$ cat config.mk
export PLATFORM = sky130hd
export DESIGN_NAME = if_stage
export DESIGN_NICKNAME = d
export VERILOG_FILES = /design/src/rtl/if_stage.sv
export SDC_FILE = /design/constraint.sdc
export NUM_CORES = 1
export LEC_CHECK = 0
export CAP_MARGIN = 20
export CORE_ASPECT_RATIO = 1.5
export CORE_UTILIZATION = 47
export CTS_CLUSTER_DIAMETER = 200
export DETAILED_ROUTE_END_ITERATION = 12
export PLACE_DENSITY = 0.89
export SLEW_MARGIN = 20
export SYNTH_ARGS = -nofsm -noshare
export SYNTH_HDL_FRONTEND = slang
export SYNTH_SLANG_ARGS = --single-unit
$ cat constraint.sdc
create_clock -name clk -period 5.9 [get_ports clk]
set_input_delay 1.475 -clock clk [delete_from_list [all_inputs] [get_ports clk]]
set_output_delay 1.475 -clock clk [all_outputs]
set_load 0.02 [all_outputs]
$ cat src/rtl/if_stage.sv
// Instruction fetch stage: word-addressed PC, IF/ID pipeline register and a RUN/HALTED fetch FSM.
// Each cycle takes one action in priority order: reset, flush, stall, halt detect, normal fetch.
module if_stage #(
    parameter logic [31:0] RESET_PC  = 32'd0,
    parameter logic [31:0] HALT_WORD = 32'h0000_0000
) (
    input  logic        clk,
    input  logic        rst,
    input  logic        stall,
    input  logic        flush,
    input  logic [31:0] br_target,
    input  logic [31:0] inst_in,
    output logic [7:0]  imem_addr,
    output logic [31:0] pc,
    output logic [31:0] id_pc,
    output logic [31:0] id_inst,
    output logic        id_valid,
    output logic        halted,
    output logic [15:0] fetch_count
);

    localparam int unsigned CNT_W = 16;
    localparam logic [0:0] ST_RUN    = 1'b0;
    localparam logic [0:0] ST_HALTED = 1'b1;
    localparam logic [CNT_W-1:0] CNT_MAX = {CNT_W{1'b1}};

    logic [0:0]       state_q,    state_d;
    logic [31:0]      pc_q,       pc_d;
    logic [31:0]      id_pc_q,    id_pc_d;
    logic [31:0]      id_inst_q,  id_inst_d;
    logic             id_valid_q, id_valid_d;
    logic [CNT_W-1:0] cnt_q,      cnt_d;

    // State and pipeline registers
    always_ff @(posedge clk) begin
        if (rst) begin
            state_q    <= ST_RUN;
            pc_q       <= RESET_PC;
            id_pc_q    <= 32'd0;
            id_inst_q  <= 32'd0;
            id_valid_q <= 1'b0;
            cnt_q      <= '0;
        end else begin
            state_q    <= state_d;
            pc_q       <= pc_d;
            id_pc_q    <= id_pc_d;
            id_inst_q  <= id_inst_d;
            id_valid_q <= id_valid_d;
            cnt_q      <= cnt_d;
        end
    end

    // Next-state logic; HALTED and stalled cycles fall through to the hold defaults
    always_comb begin
        state_d    = state_q;
        pc_d       = pc_q;
        id_pc_d    = id_pc_q;
        id_inst_d  = id_inst_q;
        id_valid_d = id_valid_q;
        cnt_d      = cnt_q;

        if (flush) begin
            pc_d       = br_target;
            id_pc_d    = 32'd0;
            id_inst_d  = 32'd0;
            id_valid_d = 1'b0;
            state_d    = ST_RUN;
        end else if (state_q == ST_RUN && !stall) begin
            if (inst_in == HALT_WORD) begin
                id_inst_d  = 32'd0;
                id_valid_d = 1'b0;
                state_d    = ST_HALTED;
            end else begin
                id_inst_d  = inst_in;
                id_pc_d    = pc_q;
                id_valid_d = 1'b1;
                pc_d       = pc_q + 32'd1;
                if (cnt_q != CNT_MAX) begin
                    cnt_d = cnt_q + CNT_W'(1);
                end
            end
        end
    end

    assign imem_addr   = pc_q[7:0];
    assign pc          = pc_q;
    assign id_pc       = id_pc_q;
    assign id_inst     = id_inst_q;
    assign id_valid    = id_valid_q;
    assign halted      = (state_q == ST_HALTED);
    assign fetch_count = cnt_q;

endmodule

### Word level (Yosys, flattened, before mapping)

Index checks and enable logic that the tools add are counted.

| word-level totals | value |
|---|---|
| logic and storage cells | 27 |
| register bits | 114 |
| output and inout port bits | 122 |
| input port bits | 68 |

| operators by class | value |
|---|---|
| add/subtract/negate cells | 2 |
| reduce and logical (&&, ||, !) cells | 9 |
| muxes and demuxes | 5 |
| bitwise gates (word level) | 3 |
| eq/ne operators | 2 |

Operator list:

| operator | number |
|---|---|
| $mux W32 | 4 |
| $add A32 B1 Y32 const B | 1 |
| $logic_not A32 Y1 | 1 |
| $add A16 B1 Y16 const B | 1 |
| $ne A16 B16 Y1 const B | 1 |
| $reduce_and A2 Y1 | 3 |
| $reduce_and A4 Y1 | 1 |
| $not A1 Y1 | 3 |
| $ne A2 B2 Y1 const B | 1 |
| $reduce_bool A2 Y1 | 1 |
| $reduce_or A2 Y1 | 1 |
| $logic_and A1 B1 Y1 | 1 |
| $logic_not A1 Y1 | 1 |
| $mux W1 | 1 |

### Longest topological paths before layout

Gate-level depths: netlist of the first run.

| logic depth | value |
|---|---|
| depth after elaboration | 4 |
| mapped depth | 8 |
| mapped depth without buffers | 7 |

### Least setup slack after synthesis of the first run

No wires, ideal clock.

| timing path | value |
|---|---|
| kind | in2reg |
| start | input port inst_in[24] |
| end | register cnt_q[15] (netlist: fetch_count[15]) |
| arrival | 2909 ps |
| library setup time | 121 ps |
| setup slack | 2870 ps |
| buffers on the path | 0 |
| stages | 6 |
| cells stage by stage | nor4_1 > nand4_2 > o211ai_2 > nor4_1 > and3_1 > mux2_4 |

| between the ends | value |
|---|---|
| cells in the longest elaborated chain, start to end | 3 |

RTL lines:

| what | line | source |
|---|---|---|
| start, declared | 12 | `input logic [31:0] inst_in,` |
| $logic_not A32 Y1 | 69 | `if (inst_in == HALT_WORD) begin` |
| $not A1 Y1 (no line) | n/a |  |
| $reduce_and A4 Y1 (no line) | n/a |  |
| end signal, assigned | 49 | `cnt_q <= cnt_d;` |
| end, declared | 32 | `logic [CNT_W-1:0] cnt_q, cnt_d;` |

No other way between the ends.
A chain may end at the register's enable or synchronous reset.

### Worst setup path after layout of the first run

| timing path | value |
|---|---|
| start | input port inst_in[11] |
| end | register cnt_q[15] (netlist: fetch_count[15]) |

The elaborated chain is that of the path after synthesis.

==> results of run 1 <==
[cell families after synthesis]
family	count (synthesis)	share of synthesized area, %
compound gates	108	14.9
xor+xnor	43	7.63
fa+ha+maj	2	0.507
buf+inv	54	5.04
flops	114	46.2
mux	3	0.709
simple gates	260	25.0
[where the power goes]
group / total, mW / internal [mW] / switching, mW
sequential: 0.833 / 0.799 / 0.0348
clock: 0.952 / 0.584 / 0.368
combinational: 0.254 / 0.125 / 0.129
total: 2.04 / 1.51 / 0.532
[worst register-to-register path, stage by stage (launching register included)]
cell and delay [ns]:
dfxtp_1 0.43, ha_1 0.21, nand3_1 0.14, or3_4 0.40
nor3b_4 0.51, nor4_1 0.15, and3_1 0.25, mux2_4 0.29
[Yosys cell counts (2+ instances only)]
| cell | number |
|---|---|
| dfxtp_1 | 114 |
| nand2_1 | 92 |
| nor2_1 | 89 |
| xnor2_1 | 40 |
| a21oi_1 | 38 |
| a22oi_1 | 32 |
| clkbuf_1 | 28 |
| a211oi_1 | 20 |
| nor3_1 | 20 |
| nor4_1 | 16 |
| buf_4 | 11 |
| nand3_1 | 11 |
| inv_1 | 9 |
| nand4_1 | 7 |
| buf_2 | 4 |
| nor4_2 | 4 |
| a311oi_1 | 3 |
| nand3_2 | 3 |
| o21ai_0 | 3 |
| or2_2 | 3 |
| xor2_1 | 3 |
| buf_1 | 2 |
| ha_1 | 2 |
| mux2i_1 | 2 |
| nand4_2 | 2 |
| o211ai_2 | 2 |
| o21a_1 | 2 |
| o21ai_1 | 2 |
| o21bai_1 | 2 |
| or3_1 | 2 |
| or3_4 | 2 |
[registers in the layout, indices dropped and copies added, names as in the netlist]
name	cells
id_valid	1
id_inst	32
id_pc	32
halted	1
pc	32
fetch_count	16
[worst paths after layout]
check / startpoint / to / slack, ns / depth (start not counted)
worst max-delay path: inst_in[11] / fetch_count[15] / 2.03 / 7
worst min-delay path: id_pc[15] / id_pc[15] / 0.45 / 2
worst max register to register: fetch_count[0] / fetch_count[15] / 3.42 / 7
worst min register to register: id_pc[15] / id_pc[15] / 0.45 / 2
[metal layers]
layer,GRT usage [%],up-vias,wire [µm]
met5,0,-,0
met4,13.7,0,476
met3,8.27,36,1020
met2,48.2,218,7750
met1,29.2,2349,5650
li1,-,2349,-
[area by class of cell]
type	instances	share of cell area, %
multi-input combinational	416	32.8
clock buffer	18	5.94
tap	141	2.39
sequential	114	30.9
antenna	1	0.0339
inverter	9	0.457
timing repair buffer	193	25.9
clock inverter	14	1.57
[per-stage QoR]
step	utilization, %	power (mW)	instance area, µm²	setup WS (ns)
5_1_grt	72.5	2.11	7390	1.85
3_3_place_gp	67.0	1.09	6830	1.74
2_1_floorplan	-	0.969	4940	2.87
4_1_cts	72.5	2.05	7390	2.03
6_report	72.5	2.04	7390	2.03
3_5_place_dp	67.0	1.10	6830	1.60
==> results.json, run 1 <==
{
  "status": "finished, final reports clean",
  "track_usage_pct": 27.3,
  "seq_area_frac_synth_pct": 46.2,
  "cp_num_buf_inv": 1,
  "drv_cap": 0,
  "crit_fanout": 16,
  "cpLargestDelayFamily": "simple AND/OR/NAND/NOR gates",
  "layout_commonest_cell": "clkdlybuf4s50_1",
  "hold_class": "flop to flop",
  "fmax_ghz": 0.258,
  "cp.required_ns": 6.20,
  "synthesis.area_per_instance_um2": 8.46,
  "drt_iter0_markers": 244,
  "routedWlPerCell_um": 16.4,
  "synth_cell_types": 45,
  "post-route-min-period_ns": 3.87,
  "die_height_um": 128,
  "drive_above_1_share_pct": 8.25,
  "port_buffers": 189,
  "ctsHoldBuffers": 0,
  "timing_hold_violations_final": 0,
  "ys_ff_latch": 114,
  "routed_wl_mm": 14.9,
  "routed-via-count": 4952,
  "period_share_pct": 65.6,
  "postCtsSetupBuffers": 0,
  "multi_input_area_um2": 2420,
  "antenna_found_initial": 0,
  "finalClockSkew_ns": 0.0104,
  "end_kind": "flop",
  "dieArea_um2": 10900,
  "cts_tree": "built",
  "fin_tns_setup_ns": 0,
  "dr.pass1.iters": 5,
  "vias_per_cell": 5.47,
  "fillers": 738,
  "rows": 45,
  "grt_pass1_wl_mm": 23.4,
  "io-pin-count": 190,
  "synth_area_leaders": "dfxtp_1, xnor2_1, nand2_1, nor2_1, a22oi_1",
  "powerDensity_nw_per_um2": 276,
  "synthArstFlopShare_pct": 0,
  "drv_slew": 0,
  "leakagePower_nw": 2.49,
  "grt_pass1_vias": 4901,
  "arrival_ns": 4.17,
  "cts.repair.resized": 0,
  "instances_no_fill": 906,
  "max_stage_delay_ns": 0.67,
  "nets": 821,
  "drc": 0,
  "synth_flop_cell": "dfxtp_1",
  "overflow": 0,
  "clock_sinks": 114,
  "netlist_area_um2": 4940,
  "path_class": "input port to flop",
  "slew_headroom_pct": 49.3,
  "insertion_delay_ns": 0.41,
  "cts_max_level": 4,
  "cp_cell_sequence": "clkdlybuf4s50_1, nor4_1, nand4_2, o211ai_2, nor4_1, and3_1, mux2_4",
  "yosysWarnings": 0,
  "cp-start-kind": "input port",
  "crit_top_cell": "nor4_1",
  "root_buffer": "clkbuf_16",
  "synth_edf_count": 0,
  "synth_top_area_cell": "dfxtp_1",
  "clk_pin_slew_worst_paths_ns": 0.06,
  "syn-instance-count": 584,
  "hpwlAfterDp_mm": 10.4,
  "start_util_pct": 48.5,
  "drtAntennaViolNets": 0,
  "regArea_um2": 2280,
  "final_cell_mix": "clkdlybuf4s50_1, dfxtp_1, nand2_1, nor2_1, xnor2_1",
  "die_w_um": 85.7,
  "cts_buffer_depth": 2,
  "worst_pin_slew_ns": 0.760,
  "rsz0062_at_grt": "false",
  "syn_to_final_growth_pct": 49.6,
  "fin_hold_ws_ns": 0.452,
  "cts_buffers": 17,
  "grt_max_degree": 68,
  "dp.cells": 873,
  "ir_drop_mv": 0.223,
  "setup_viol": 0,
  "synth_top_area_share_pct": 46.2,
  "core_area_um2": 10200,
  "gp_congestion": 0.818,
  "synth_fp_nets": 654,
  "cp_slowest_cell": "o211ai_2"
}
Note: power is estimated with default switching activity, not from simulation.
==> run 2, diff against run 1 <==
CORE_UTILIZATION = 40   (was 47)
PLACE_DENSITY = 0.81   (was 0.89)
clock period = 3.2 ns   (was 5.9 ns; I/O delays follow)
==> run 2 against run 1 <==
Net effect:
- combinational power is 87% higher
- hold slack better by 0.0012 ns
- register-to-register slack worse by 2.8 ns
- power is 90% higher
- critical path type unchanged
- largest cell class unchanged
==> results.json, run 2 (synthesized netlist as in run 1, its figures left out) <==
{
  "status": "finished, final reports clean",
  "worstHoldStart": "id_pc[6]",
  "clock_sinks": 114,
  "vias_per_cell": 5.31,
  "hold_class": "flop to flop",
  "powerDensity_nw_per_um2": 518,
  "overflow": 0,
  "drc": 0,
  "dp_slack_ns": 0.0293,
  "track_usage_pct": 24.3,
  "routedWlPerCell_um": 16.1,
  "routed_wl_mm": 14.9,
  "setup_viol": 0,
  "ctsHoldBuffers": 0,
  "grt_pass1_wl_mm": 24.7,
  "timing_hold_violations_final": 0,
  "postPlaceCellArea_um2": 6910,
  "r2r-end": "fetch_count[15]",
  "rows": 49,
  "fmax_ghz": 0.369,
  "clk_pin_slew_worst_paths_ns": 0.06,
  "period_share_pct": 84.7,
  "start_util_pct": 41.1,
  "arrival_ns": 3.00,
  "drv_cap": 0,
  "path_class": "input port to flop",
  "cts_tree": "built",
  "cts_max_level": 4,
  "rsz0062_at_grt": "false",
  "end_kind": "flop",
  "rr_startpoint": "fetch_count[1]",
  "final_cell_mix": "clkdlybuf4s50_1, dfxtp_1, nand2_1, nor2_1, xnor2_1",
  "totalPowerFinal_mw": 3.89,
  "root_buffer": "clkbuf_16",
  "dp.cells": 892,
  "cts.repair.resized": 0,
  "insertion_delay_ns": 0.41,
  "hpwlAfterDp_mm": 10.7,
  "die_w_um": 92.7,
  "dr.pass1.iters": 4,
  "crit_fanout": 29,
  "drtAntennaViolNets": 0,
  "drt_iter0_markers": 255,
  "routed-via-count": 4905,
  "diodes": 0,
  "port_buffers": 189,
  "syn_to_final_growth_pct": 52.0,
  "finalWorstSetupSlack_ns": 0.491,
  "leakagePower_nw": 2.55,
  "postCtsSetupBuffers": 0,
  "finalClockSkew_ns": 0.00847,
  "ir_drop_mv": 0.431,
  "worst_pin_slew_ns": 0.675,
  "drive_above_1_share_pct": 9.08,
  "core_area_um2": 12000,
  "cts_buffers": 17,
  "stdcell_area_um2": 7500,
  "cp.required_ns": 3.49,
  "reg2reg_depth": 7,
  "final_core_util_pct": 62.5,
  "slew_headroom_pct": 55.0,
  "gp_congestion": 0.828,
  "cts_buffer_depth": 2,
  "whs_endpoint": "id_pc[6]",
  "fin_hold_ws_ns": 0.453,
  "instances_no_fill": 924,
  "rrSetupSlack_ns": 0.67,
  "hold_depth": 2,
  "cp-start-kind": "input port",
  "grt_max_degree": 57,
  "grt_pass1_vias": 5015,
  "antenna_found_initial": 0,
  "fin_tns_setup_ns": 0,
  "io-pin-count": 190,
  "post-route-min-period_ns": 2.71,
  "layout_commonest_cell": "clkdlybuf4s50_1",
  "nets": 828,
  "drv_slew": 0,
  "dieArea_um2": 12800,
  "fillers": 1021,
  "die_height_um": 138
}
==> run 2: how the worst max path moves through the flow <==
stage                                 end  slack (ns)         from  cells after the start
after floorplan           fetch_count[15]        0.84  inst_in[24]                      6
after global placement    fetch_count[15]        0.08  inst_in[24]                      7
after detailed placement      id_inst[19]        0.03  inst_in[24]                      7
after CTS                 fetch_count[15]        0.45  inst_in[24]                      7
after global routing                pc[3]        0.23  inst_in[24]                      8
final                         id_inst[24]        0.49  inst_in[24]                      7
==> run 2: layout make-up <==
| cell class | count | area (µm²) | area share, % |
|---|---|---|---|
| clock buffer | 18 | 439 | 5.85 |
| clock inverter | 14 | 156 | 2.08 |
| inverter | 9 | 33.8 | 0.450 |
| multi-input combinational | 416 | 2420 | 32.2 |
| sequential | 114 | 2280 | 30.4 |
| tap | 153 | 191 | 2.55 |
| timing repair buffer | 200 | 1980 | 26.4 |
==> run 2: metal layers <==
metal  vias to the layer above  wire, µm  GRT usage [%]
li1                       2364         -              -
met1                      2314      5710           26.6
met2                       197      7850           43.0
met3                        30       952           6.16
met4                         0       399           11.7
met5                         -         0              0
==> run 2: critical path, cell delays in order <==
cell and delay (ns):
clkdlybuf4s50_1 0.43, nor4_1 0.43, nand4_2 0.35, o21a_2 0.42, buf_4 0.28, a22oi_1 0.20
nor2_1 0.07
==> run 2: report_power, final <==
group / switching [mW] / internal, mW
logic: 0.240 / 0.236
clock network: 0.699 / 1.17
registers: 0.0634 / 1.47
total: 1.00 / 2.88
==> run 3, diff against run 2 <==
clock period = 2.35 ns   (was 3.2 ns; I/O delays follow)
==> run 3 against run 2 <==
Net effect:
- combinational power grew 51%
- global-route usage decreased by 0.50 points
- first-iteration DRC count is 0.39% higher
- cell count rose by 3.4%
- register-to-register slack lost 0.38 ns
- critical path type unchanged
- highest routed layer unchanged
==> results.json, run 3 (synthesized netlist as in run 1, its figures left out) <==
{
  "hold_class": "flop to flop",
  "grt_max_degree": 68,
  "routed-via-count": 5068,
  "worstHoldStart": "id_pc[9]",
  "track_usage_pct": 23.8,
  "routed_wl_mm": 15.4,
  "core_area_um2": 12000,
  "root_buffer": "clkbuf_16",
  "hpwlAfterDp_mm": 10.9,
  "finalWorstSetupSlack_ns": 0.0758,
  "final_cell_mix": "clkdlybuf4s50_1, dfxtp_1, nand2_1, nor2_1, xnor2_1",
  "setup_viol": 0,
  "drive_above_1_share_pct": 13.6,
  "drtAntennaViolNets": 0,
  "endpoint": "pc[28]",
  "crit_fanout": 8,
  "finalClockSkew_ns": 0.0189,
  "drc": 0,
  "cp.required_ns": 2.66,
  "drt_iter0_markers": 256,
  "cts_buffer_depth": 2,
  "worst_pin_slew_ns": 0.644,
  "nets": 859,
  "overflow": 0,
  "end_kind": "flop",
  "fin_hold_ws_ns": 0.453,
  "die_height_um": 138,
  "clock_sinks": 114,
  "startpoint": "inst_in[15]",
  "final_core_util_pct": 66.6,
  "die_w_um": 92.7,
  "layout_commonest_cell": "clkdlybuf4s50_1",
  "cts_max_level": 4,
  "instances_no_fill": 955,
  "hold_depth": 2,
  "cts_tree": "built",
  "reg2reg_depth": 7,
  "cts_buffers": 17,
  "cp-start-kind": "input port",
  "routedWlPerCell_um": 16.2,
  "dieArea_um2": 12800,
  "slew_headroom_pct": 57.0,
  "grt_pass1_vias": 5060,
  "start_util_pct": 41.1,
  "rows": 49,
  "timing_hold_violations_final": 0,
  "ir_drop_mv": 0.565,
  "syn_to_final_growth_pct": 62.1,
  "port_buffers": 189,
  "dp_slack_ns": -0.462,
  "grt_pass1_wl_mm": 24.3,
  "drv_slew": 0,
  "powerDensity_nw_per_um2": 693,
  "period_share_pct": 96.8,
  "path_class": "input port to flop",
  "rr_startpoint": "pc[1]",
  "fmax_ghz": 0.440,
  "arrival_ns": 2.59,
  "clk_pin_slew_worst_paths_ns": 0.05,
  "io-pin-count": 190,
  "rsz0062_at_grt": "false",
  "insertion_delay_ns": 0.41,
  "status": "finished, final reports clean",
  "regArea_um2": 2280,
  "fillers": 963,
  "vias_per_cell": 5.31,
  "dp.cells": 918,
  "multi_input_area_um2": 2550,
  "post-route-min-period_ns": 2.27,
  "rrSetupSlack_ns": 0.29,
  "dr.pass1.iters": 5,
  "drv_cap": 0,
  "antenna_found_initial": 1,
  "r2r-end": "pc[28]",
  "gp_congestion": 0.820,
  "leakagePower_nw": 2.85
}
[run 3: cell types whose count changed in the layout (fill, tap and decap cells not counted), sizes merged]
cell / delta
dlymetal6s2s: +7
clkbuf: +4
bufinv: +2
clkinvlp: -2
diode: +1
clkinv: -1
buf: +30
clkdlybuf4s50: -7
inv: -3
[run 3: cell type report]
class	count	share of cell area, %
Sequential cell	114	28.5
Inverter	9	0.422
Tap cell	153	2.39
Clock buffer	21	6.00
Clock inverter	10	1.94
Antenna cell	1	0.0313
Multi-Input combinational cell	416	31.8
Timing Repair Buffer	231	28.9
[run 3: metal layers]
metal  track usage (%)  part of all wire [%]  vias up
li1                  -                     -     2427
met1              25.6                    38     2420
met2              42.6                    54      198
met3              6.71                   6.1       23
met4              10.5                   2.5        0
met5                 0                     0        -
[run 3: stage by stage]
| stage | power [mW] | TNS [ns] | instance area [µm²] |
|---|---|---|---|
| after floorplan | 2.43 | 0 | 4940 |
| after global placement | 2.79 | -36.26 | 7150 |
| after detailed placement | 2.81 | -38.34 | 7150 |
| after CTS | 5.56 | 0 | 7800 |
| after global routing | 5.74 | 0 | 8000 |
| final | 5.55 | 0 | 8000 |
[run 3: what timing repair did]
action | in CTS | in global routing
cloned | 0 | 1
hold buffers | 0 | 0
buffers inserted | 0 | 4
pin swaps | 2 | 15
setup endpoints to repair | 4 | 40
resized for setup | 1 | 27
[run 3: power breakdown]
group	internal [mW]	switching (mW)
combinational	0.362	0.357
clock	1.87	0.871
sequential	2.01	0.0804
[run 3: worst min path at each step]
stage | to | slack [ns]
after floorplan | id_pc[10] | 0.53
after global placement | id_pc[12] | 0.44
after detailed placement | id_pc[9] | 0.45
after CTS | id_pc[9] | 0.45
after global routing | id_pc[8] | 0.47
final | id_pc[9] | 0.45
[run 3: critical path: stages]
cell and delay, ns:
clkdlybuf4s50_1 0.47, nor4_4 0.33, nand4_2 0.15, buf_6 0.17, o21ai_4 0.25, buf_6 0.17
nor4_1 0.07, xnor2_1 0.14, a211oi_1 0.26
